===== config.mk =====
export PLATFORM = sky130hd
export DESIGN_NAME = proc_control_unit
export DESIGN_NICKNAME = d
export VERILOG_FILES = /design/src/rtl/proc_defs.sv /design/src/rtl/instr_decoder.sv /design/src/rtl/proc_control_unit.sv
export SDC_FILE = /design/constraint.sdc
export NUM_CORES = 1
export LEC_CHECK = 0
export CAP_MARGIN = 25
export CELL_PAD_IN_SITES_DETAIL_PLACEMENT = 1
export CELL_PAD_IN_SITES_GLOBAL_PLACEMENT = 2
export CORE_UTILIZATION = 30
export DETAILED_ROUTE_END_ITERATION = 6
export GPL_ROUTABILITY_DRIVEN = 1
export PLACE_DENSITY_LB_ADDON = 0.12
export SETUP_SLACK_MARGIN = 0.2
export SYNTH_ARGS = -nofsm -noshare
export SYNTH_HDL_FRONTEND = slang
export SYNTH_HIERARCHICAL = 1
export SYNTH_SLANG_ARGS = --single-unit
export TNS_END_PERCENT = 30

===== constraint.sdc =====
create_clock -name clock -period 2.9 [get_ports clock]
set_clock_uncertainty 0.05 [all_clocks]
set_input_delay 0.435 -clock clock [delete_from_list [all_inputs] [get_ports clock]]
set_output_delay 0.435 -clock clock [all_outputs]
set_load 0.05 [all_outputs]

===== src/rtl/proc_defs.sv =====
// Shared definitions for the processor control unit: instruction field
// layout, opcodes, write-back select encodings, FSM states and the decoded
// control payload handed from the decoder to the sequencer.
package proc_defs;

  localparam int unsigned INSTR_W  = 16;
  localparam int unsigned DATA_W   = 8;
  localparam int unsigned OP_W     = 4;
  localparam int unsigned REG_W    = 3;
  localparam int unsigned ALU_OP_W = 3;
  localparam int unsigned DEST_W   = 2;

  // Field positions; imm overlaps ry/alu_op and is only meaningful for LDI/JMP/JZ
  localparam int unsigned OP_LSB  = 12;
  localparam int unsigned RX_LSB  = 9;
  localparam int unsigned RY_LSB  = 6;
  localparam int unsigned ALU_LSB = 3;
  localparam int unsigned IMM_LSB = 0;

  localparam logic [OP_W-1:0] OP_NOP = 4'h0;
  localparam logic [OP_W-1:0] OP_LDI = 4'h1;
  localparam logic [OP_W-1:0] OP_MOV = 4'h2;
  localparam logic [OP_W-1:0] OP_ALU = 4'h3;
  localparam logic [OP_W-1:0] OP_JMP = 4'h4;
  localparam logic [OP_W-1:0] OP_JZ  = 4'h5;
  localparam logic [OP_W-1:0] OP_HLT = 4'hF;

  // Write-back mux select
  localparam logic [DEST_W-1:0] DEST_DATAIN = 2'b00;
  localparam logic [DEST_W-1:0] DEST_DATA_A = 2'b01;
  localparam logic [DEST_W-1:0] DEST_ALU    = 2'b10;
  localparam logic [DEST_W-1:0] DEST_DATA_B = 2'b11;

  typedef enum logic [2:0] {
    ST_IDLE    = 3'd0,
    ST_FETCH   = 3'd1,
    ST_DECODE  = 3'd2,
    ST_EXECUTE = 3'd3,
    ST_HALT    = 3'd4
  } stateT;

  typedef struct packed {
    logic [REG_W-1:0]    rx;
    logic [REG_W-1:0]    ry;
    logic [ALU_OP_W-1:0] selOp;
    logic [DEST_W-1:0]   destSrc;
    logic [DATA_W-1:0]   dataIn;
    logic                writes;
  } ctrlT;

  function automatic logic [OP_W-1:0] fieldOp(input logic [INSTR_W-1:0] i);
    return i[OP_LSB +: OP_W];
  endfunction

  function automatic logic [REG_W-1:0] fieldRx(input logic [INSTR_W-1:0] i);
    return i[RX_LSB +: REG_W];
  endfunction

  function automatic logic [REG_W-1:0] fieldRy(input logic [INSTR_W-1:0] i);
    return i[RY_LSB +: REG_W];
  endfunction

  function automatic logic [ALU_OP_W-1:0] fieldAlu(input logic [INSTR_W-1:0] i);
    return i[ALU_LSB +: ALU_OP_W];
  endfunction

  function automatic logic [DATA_W-1:0] fieldImm(input logic [INSTR_W-1:0] i);
    return i[IMM_LSB +: DATA_W];
  endfunction

endpackage


===== src/rtl/instr_decoder.sv =====
// Combinational instruction decoder.
// Ports:
//   instr      in   latched 16-bit instruction
//   ctrl_c     out  register selects, ALU op, write-back select, immediate, write flag
//   isJmp_c    out  unconditional jump
//   isJz_c     out  jump-if-zero on datapath output
//   isHlt_c    out  halt
//   illegal_c  out  undefined opcode (executes as NOP)
module instr_decoder
  import proc_defs::*;
(
  input  logic [INSTR_W-1:0] instr,
  output ctrlT               ctrl_c,
  output logic               isJmp_c,
  output logic               isJz_c,
  output logic               isHlt_c,
  output logic               illegal_c
);

  // Register selects pass straight through; op-specific fields on top
  always_comb begin
    ctrl_c    = '0;
    ctrl_c.rx = fieldRx(instr);
    ctrl_c.ry = fieldRy(instr);
    isJmp_c   = 1'b0;
    isJz_c    = 1'b0;
    isHlt_c   = 1'b0;
    illegal_c = 1'b0;
    unique case (fieldOp(instr))
      OP_NOP: ;
      OP_LDI: begin
        ctrl_c.writes  = 1'b1;
        ctrl_c.destSrc = DEST_DATAIN;
        ctrl_c.dataIn  = fieldImm(instr);
      end
      OP_MOV: begin
        ctrl_c.writes  = 1'b1;
        ctrl_c.destSrc = DEST_DATA_A;
      end
      OP_ALU: begin
        ctrl_c.writes  = 1'b1;
        ctrl_c.destSrc = DEST_ALU;
        ctrl_c.selOp   = fieldAlu(instr);
      end
      OP_JMP: isJmp_c = 1'b1;
      // Route Rx onto the write-back bus so data_w reflects it for the zero test
      OP_JZ: begin
        isJz_c         = 1'b1;
        ctrl_c.destSrc = DEST_DATA_B;
      end
      OP_HLT: isHlt_c = 1'b1;
      default: illegal_c = 1'b1;
    endcase
  end

endmodule


===== src/rtl/proc_control_unit.sv =====
// Multi-cycle sequencer for the 8-bit datapath: fetches over req/ack,
// decodes, drives register-file/ALU/write-back controls, updates pc and
// counts retired instructions. All outputs are registered.
// Ports:
//   clock, reset              clock; asynchronous active-high reset
//   start                     leave IDLE/HALT and fetch from pc=0
//   fetch_req, pc             fetch request and instruction address
//   fetch_ack, instr          memory ack with instruction in the same cycle
//   data_w                    datapath write-back bus (JZ condition)
//   Rx, Ry, selOp, destSrc    datapath selects
//   regWrite, dataIn          register write enable and immediate
//   busy, halted, illegal     status
//   retired                   executed-instruction count
module proc_control_unit
  import proc_defs::*;
#(
  parameter int unsigned PC_W  = 8,
  parameter int unsigned CNT_W = 16
) (
  input  logic                clock,
  input  logic                reset,
  input  logic                start,
  output logic                fetch_req,
  output logic [PC_W-1:0]     pc,
  input  logic                fetch_ack,
  input  logic [INSTR_W-1:0]  instr,
  input  logic [DATA_W-1:0]   data_w,
  output logic [REG_W-1:0]    Rx,
  output logic [REG_W-1:0]    Ry,
  output logic [ALU_OP_W-1:0] selOp,
  output logic [DEST_W-1:0]   destSrc,
  output logic                regWrite,
  output logic [DATA_W-1:0]   dataIn,
  output logic                busy,
  output logic                halted,
  output logic                illegal,
  output logic [CNT_W-1:0]    retired
);

  stateT                state, stateNext;
  logic [INSTR_W-1:0]   instrQ, instrNext;
  logic [PC_W-1:0]      pcNext;
  logic [CNT_W-1:0]     retiredNext;
  logic [REG_W-1:0]     rxNext, ryNext;
  logic [ALU_OP_W-1:0]  selOpNext;
  logic [DEST_W-1:0]    destSrcNext;
  logic [DATA_W-1:0]    dataInNext;
  logic                 regWriteNext, fetchReqNext, busyNext, haltedNext, illegalNext;

  ctrlT decCtrl;
  logic decJmp, decJz, decHlt, decIllegal;

  instr_decoder uDecoder (
    .instr     (instrQ),
    .ctrl_c    (decCtrl),
    .isJmp_c   (decJmp),
    .isJz_c    (decJz),
    .isHlt_c   (decHlt),
    .illegal_c (decIllegal)
  );

  // Next state and next registered outputs; outputs are derived from the
  // state being entered so they line up with the state they describe.
  always_comb begin
    stateNext    = state;
    instrNext    = instrQ;
    pcNext       = pc;
    retiredNext  = retired;
    rxNext       = Rx;
    ryNext       = Ry;
    selOpNext    = selOp;
    dataInNext   = dataIn;
    destSrcNext  = DEST_DATAIN;
    regWriteNext = 1'b0;
    fetchReqNext = 1'b0;
    busyNext     = 1'b0;
    haltedNext   = 1'b0;
    illegalNext  = 1'b0;
    unique case (state)
      ST_IDLE, ST_HALT: begin
        if (start) begin
          stateNext    = ST_FETCH;
          pcNext       = '0;
          fetchReqNext = 1'b1;
          busyNext     = 1'b1;
        end else begin
          haltedNext = (state == ST_HALT);
        end
      end
      ST_FETCH: begin
        busyNext = 1'b1;
        if (fetch_ack) begin
          stateNext = ST_DECODE;
          instrNext = instr;
        end else begin
          fetchReqNext = 1'b1;
        end
      end
      ST_DECODE: begin
        stateNext    = ST_EXECUTE;
        busyNext     = 1'b1;
        rxNext       = decCtrl.rx;
        ryNext       = decCtrl.ry;
        selOpNext    = decCtrl.selOp;
        dataInNext   = decCtrl.dataIn;
        destSrcNext  = decCtrl.destSrc;
        regWriteNext = decCtrl.writes;
        illegalNext  = decIllegal;
      end
      ST_EXECUTE: begin
        retiredNext = retired + CNT_W'(1);
        if (decHlt) begin
          stateNext  = ST_HALT;
          haltedNext = 1'b1;
        end else begin
          stateNext    = ST_FETCH;
          fetchReqNext = 1'b1;
          busyNext     = 1'b1;
          if (decJmp || (decJz && (data_w == '0))) begin
            pcNext = PC_W'(fieldImm(instrQ));
          end else begin
            pcNext = pc + PC_W'(1);
          end
        end
      end
      default: stateNext = ST_IDLE;
    endcase
  end

  // State and output registers
  always_ff @(posedge clock or posedge reset) begin
    if (reset) begin
      state     <= ST_IDLE;
      instrQ    <= '0;
      pc        <= '0;
      retired   <= '0;
      Rx        <= '0;
      Ry        <= '0;
      selOp     <= '0;
      destSrc   <= DEST_DATAIN;
      dataIn    <= '0;
      regWrite  <= 1'b0;
      fetch_req <= 1'b0;
      busy      <= 1'b0;
      halted    <= 1'b0;
      illegal   <= 1'b0;
    end else begin
      state     <= stateNext;
      instrQ    <= instrNext;
      pc        <= pcNext;
      retired   <= retiredNext;
      Rx        <= rxNext;
      Ry        <= ryNext;
      selOp     <= selOpNext;
      destSrc   <= destSrcNext;
      dataIn    <= dataInNext;
      regWrite  <= regWriteNext;
      fetch_req <= fetchReqNext;
      busy      <= busyNext;
      halted    <= haltedNext;
      illegal   <= illegalNext;
    end
  end

endmodule


# After elaboration in Yosys (flattened, before gate mapping)

Index checks and enable logic that the tools add are counted.

$add $sub $neg: 2
Equal/unequal tests: 13
Muxes and demuxes: 27
Reduce and logical (&&, ||, !) cells: 13

Operator list:

| kind                                          | count |
|---|---|
| two-way mux 8 bit                             | 4 |
| adder 16 x 1 -> 16 bit, second input constant | 1 |
| one-hot mux 8 bit (2 select lines)            | 1 |
| two-way mux 1 bit                             | 12 |
| two-way mux 3 bit                             | 4 |
| one-hot mux 3 bit (4 select lines)            | 1 |
| adder 8 x 1 -> 8 bit, second input constant   | 1 |
| == test 4 x 2 -> 1 bit, second input constant | 2 |
| == test 4 x 3 -> 1 bit, second input constant | 2 |
| logical NOT 8 bit                             | 1 |
| OR reduction 7 bit                            | 1 |
| == test 3 x 2 -> 1 bit, second input constant | 2 |
| inequality test 2 bit, second input constant  | 3 |
| one-hot mux 1 bit (3 select lines)            | 2 |
| one-hot mux 2 bit (3 select lines)            | 1 |
| == test 4 x 1 -> 1 bit, second input constant | 1 |
| == test 4 bit, second input constant          | 1 |
| logical NOT 4 bit                             | 1 |
| AND reduction 2 bit                           | 2 |
| OR reduction 2 bit                            | 2 |
| == test 3 x 1 -> 1 bit, second input constant | 1 |
| == test 3 bit, second input constant          | 1 |
| logical NOT 3 bit                             | 1 |
| AND reduction 3 bit                           | 1 |
| other kinds (6)                               | 6 |

Register bits after elaboration: 67
Input bits: 28
Output and inout bits: 48

# Longest topological paths before layout

Depth after elaboration: 7
Depth in mapped cells: 8
Mapped depth without buffers: 6

# Hierarchy

The synthesis kept the hierarchy.

By module, submodules not included:

| module            | times used | cells each | area each (um^2) | sequential area each (um^2) |
|---|---|---|---|---|
| proc_control_unit | 1          | 228        | 2,947.8          | 1,676.6 |
| instr_decoder     | 1          | 35         | 257.7            | 0.0 |

# Worst setup path before layout

No wires, ideal clock.

Kind: register to register
Start point: register instrQ[13]
End point: register pc[3]
Setup time: 132 ps
Arrival time: 1,743 ps
Setup slack: 975 ps
Cell stages (with the launch flop): 9
Buffers on the path: 2
Path through: dfrtp_1 clkbuf_4 and2_1 and3_1 nor4bb_1 clkbuf_1 a21oi_2 a31oi_1 o22ai_1

RTL lines:

| item                            | RTL line                 | source |
|---|---|---|
| start, declared                 | proc_control_unit.sv:41  | `logic [INSTR_W-1:0] instrQ, instrNext;` |
| start signal, assigned          | proc_control_unit.sv:149 | `instrQ <= instrNext;` |
| == test 4 bit                   | instr_decoder.sv:29      | `unique case (fieldOp(instr))` |
| two-way mux 1 bit               | instr_decoder.sv:29      |  |
| named net decHlt                | proc_control_unit.sv:51  | `logic decJmp, decJz, decHlt, decIllegal;` |
| inequality test 2 bit (no line) | n/a                      |  |
| AND reduction 3 bit (no line)   | n/a                      |  |
| end signal, assigned            | proc_control_unit.sv:150 | `pc <= pcNext;` |
| end, declared                   | proc_control_unit.sv:24  | `output logic [PC_W-1:0] pc,` |

The timed path passes the listed nets, and every way through them passes these cells. The select of a mux whose other input is x is not followed.
A chain may end at the register's enable or synchronous reset.

# Final worst setup path

Start point: register instrQ[13]
End point: register pc[5]

Word-level cells in the longest chain between the ends: 7

Ends and longest elaborated chain:

| item                               | RTL line                 | source |
|---|---|---|
| == test 4 x 3 -> 1 bit             | instr_decoder.sv:29      |  |
| two-way mux 1 bit                  | instr_decoder.sv:29      |  |
| named net decJz                    | proc_control_unit.sv:51  |  |
| logical AND 1 bit                  | proc_control_unit.sv:119 | `if (decJmp \|\| (decJz && (data_w == '0))) begin` |
| logical OR 1 bit                   | proc_control_unit.sv:119 |  |
| two-way mux 8 bit                  | proc_control_unit.sv:119 |  |
| two-way mux 8 bit                  | proc_control_unit.sv:112 | `if (decHlt) begin` |
| one-hot mux 8 bit (2 select lines) | proc_control_unit.sv:79  | `unique case (state)` |

The timed path passes the listed nets, and every way through them passes these cells. The select of a mux whose other input is x is not followed.

==> impl_results.md <==
* Final period util at ~80%
* Placed cell count at 460
* Syn. warnings at 6
* WL final at 7346 um
* DIE HEIGHT at 105.4 um
* First-pass GRT wire length at between 10000 and 15000 um
* Initial core utilization at 31.05%
* Top_reg_cell synth: dfrtp_1
* Crit path to: pc[5]
* Postcts setup bufs at 0
* Crit. End Element: flop
* RD Place Congestion at 0.6735
* HP Class: flop to flop
* Num CTS Buffers at 9
* Data required time of the critical path at 3.06 ns
* R2r startpoint: instrQ[13]
* Bufs on Longest Clock Path at 2
* ANT cells at 0
* DR WL/cell at 15.43 um
* Fin nets at 365
* Slew HR at 34.86%
* Avg Inst Size Synth at 12.19 sq um
* Root buffer cell: clkbuf_8
* Post-route ant nets at 0
* Die ar. at 11100 sq um
* Clk slew on worst S/H paths at roughly 0.08 ns
* R2R Setup Slk at 0.59 ns
* Pwr dens at around 1100 nW/um^2
* Min Clock Period, post-route at approximately 2.3 ns
* Iter 0 DRT Violations at 90
* Final HPWL DP at 4948 um
* Maximum VDD drop at 0.4761 mV
* CP Class: flop to flop
* Worst skew pair latency at 0.34 ns
* Grt total ovfl at 0
* Largest net degree at the start of global routing at 68
* Area growth syn-to-layout at 34.00%
* Row cnt at 37
* FMAX at 432.2 MHz
* Pins Over Slew Limit at 0
* Synthesized cell area at about 3200 sq um
* Buffers on Ports at 75
* Setup WS pre-CTS at 0.5614 ns
* Layout cells sized above 1 at 18.82%
* Endpoints failing hold at 0
* Tot GR Track Use at 14.46%
* H-Tree Depth at 3
* CTS tree: done
* Reg-to-Reg End: pc[5]
* RSZ-0062 raised after global routing: false
* Hold_buf cts at 0
* DRC at 0
* Core Box Area at a little over 10000 sq um
* Sequential share of the synthesized area at 52.30%
* Synth Register Bits at 67
* Least-Margin Pin Slew at 0.9740 ns
* Pleak at 1.870 nW
* Ports at 76
* Die width at 105.4 um
* Final std cells w/o fill at around 480
* Vias in the first global route at 2386
* Post-CTS resize count at 0
* Status: complete, no violations
* Distinct cell type count after synthesis at 50
* Final TNS setup at 0 ns
* EDFF count, synth at 0
* R2R depth at 6
* Crit path arrival time at 2.47 ns
* Clk sinks at 67
* Final setup margin at between 0.5 and 0.6 ns
* Worst Setup SP: instrQ[13]
* Pre-antenna DRT Iters at 4
* Syn_nets at 293
* Drt via density at 4.819
* Max-Cap Viols at 0
* Via count at between 2000 and 2500
* Initial antenna violation count at 0
* Post-Synthesis Cells at around 260
* CP Max Fanout at 14
* Fraction of registers with async set/reset at 100.0%
* Setup violations, final at 0
* Startpoint Class: flop
-- worst min-delay path by stage --
stage,from,to,depth (start not counted)
finish,retired[15],retired[15],1
global route,retired[15],retired[15],1
CTS,retired[15],retired[15],1
detailed placement,retired[15],retired[15],1
global placement,retired[15],retired[15],1
floorplan,instrQ[13],instrQ[13],1
-- Yosys cell counts, types with 7 or more instances --
master / n / area share, %
nand3_1: 8 / 1.2
and2_1: 12 / 2.3
nor2_1: 10 / 1.2
dfrtp_1: 67 / 52
mux2_4: 8 / 3.7
buf_4: 8 / 1.9
mux2_2: 25 / 8.8
mux2i_1: 8 / 2.5
nand2_1: 15 / 1.8
inv_1: 8 / 0.94
and3_1: 7 / 1.4
xnor2_1: 15 / 4.1
-- layout make-up --
cell class	instances	area [sq um]
clock inverter	5	107.6
clock buffer	11	151.4
timing repair buffer	79	793.3
sequential	67	1677
multi-input combinational	169	1360
fill	1116	6028
inverter	9	36.28
tap	136	170.2
-- critical path: stages, from the launching register on --
cell and delay [ns]:
dfrtp_1 0.56, nand2b_1 0.20, nor2_1 0.06, nor4b_1 0.14, a31oi_2 0.79, mux2i_1 0.27, o211ai_1 0.10
-- metal layers --
| layer | routed length (um) | part of all wire (%) | GRT usage [%] | up-vias |
|---|---|---|---|---|
| li1 | - | - | - | 1066 |
| met1 | 3357 | 46 | 18.62 | 1168 |
| met2 | 3536 | 48 | 22.98 | 55 |
| met3 | 397 | 5.4 | 4.886 | 5 |
| met4 | 55 | 0.75 | 4.225 | 0 |
| met5 | 0 | 0 | 0 | - |
-- power breakdown --
part,switching (mW),internal (mW)
clock network,0.383,0.623
logic,1.16,0.846
registers,0.350,1.24
-- logic make-up after synthesis --
kind of cell	Yosys count	share of synthesized area (%)
compound gates	28	6.089
simple gates	81	15.81
buf+inv	27	5.347
flops	67	52.30
fa+ha+maj	2	0.7805
xor+xnor	17	4.645
mux	41	15.03
-- per-stage QoR --
step           hold WS, ns  power (mW)  cell area (sq um)  util [%]
6_report            0.4210       4.609               4295     41.61
5_1_grt             0.4424       4.899               4295     41.61
4_1_cts             0.4324       4.688               4295     41.61
3_5_place_dp        0.4210       3.649               4036     39.10
3_3_place_gp        0.4138       3.629               4036     39.10
2_1_floorplan       0.4292       3.087               3206         -
-- cells in the final DEF (no fill, tap or decap), drive strengths merged, types with 4 or more instances in the layout --
cell           count
a21oi              5
a31oi              6
and2              12
and3               7
buf                4
clkbuf            11
clkdlybuf4s50     75
dfrtp             67
inv               10
mux2              33
mux2i              8
nand2             15
nand3              8
nor2              10
nor3               5
o21ai              4
o22ai              6
xnor2             15
-- registers in the layout, indices dropped and copies added, names as in the netlist --
name,flops
instrQ,16
retired,16
dataIn,8
pc,8
Rx,3
Ry,3
selOp,3
state,3
destSrc,2
busy,1
fetch_req,1
halted,1
illegal,1
regWrite,1
Note: power is estimated with default switching activity, not from simulation.
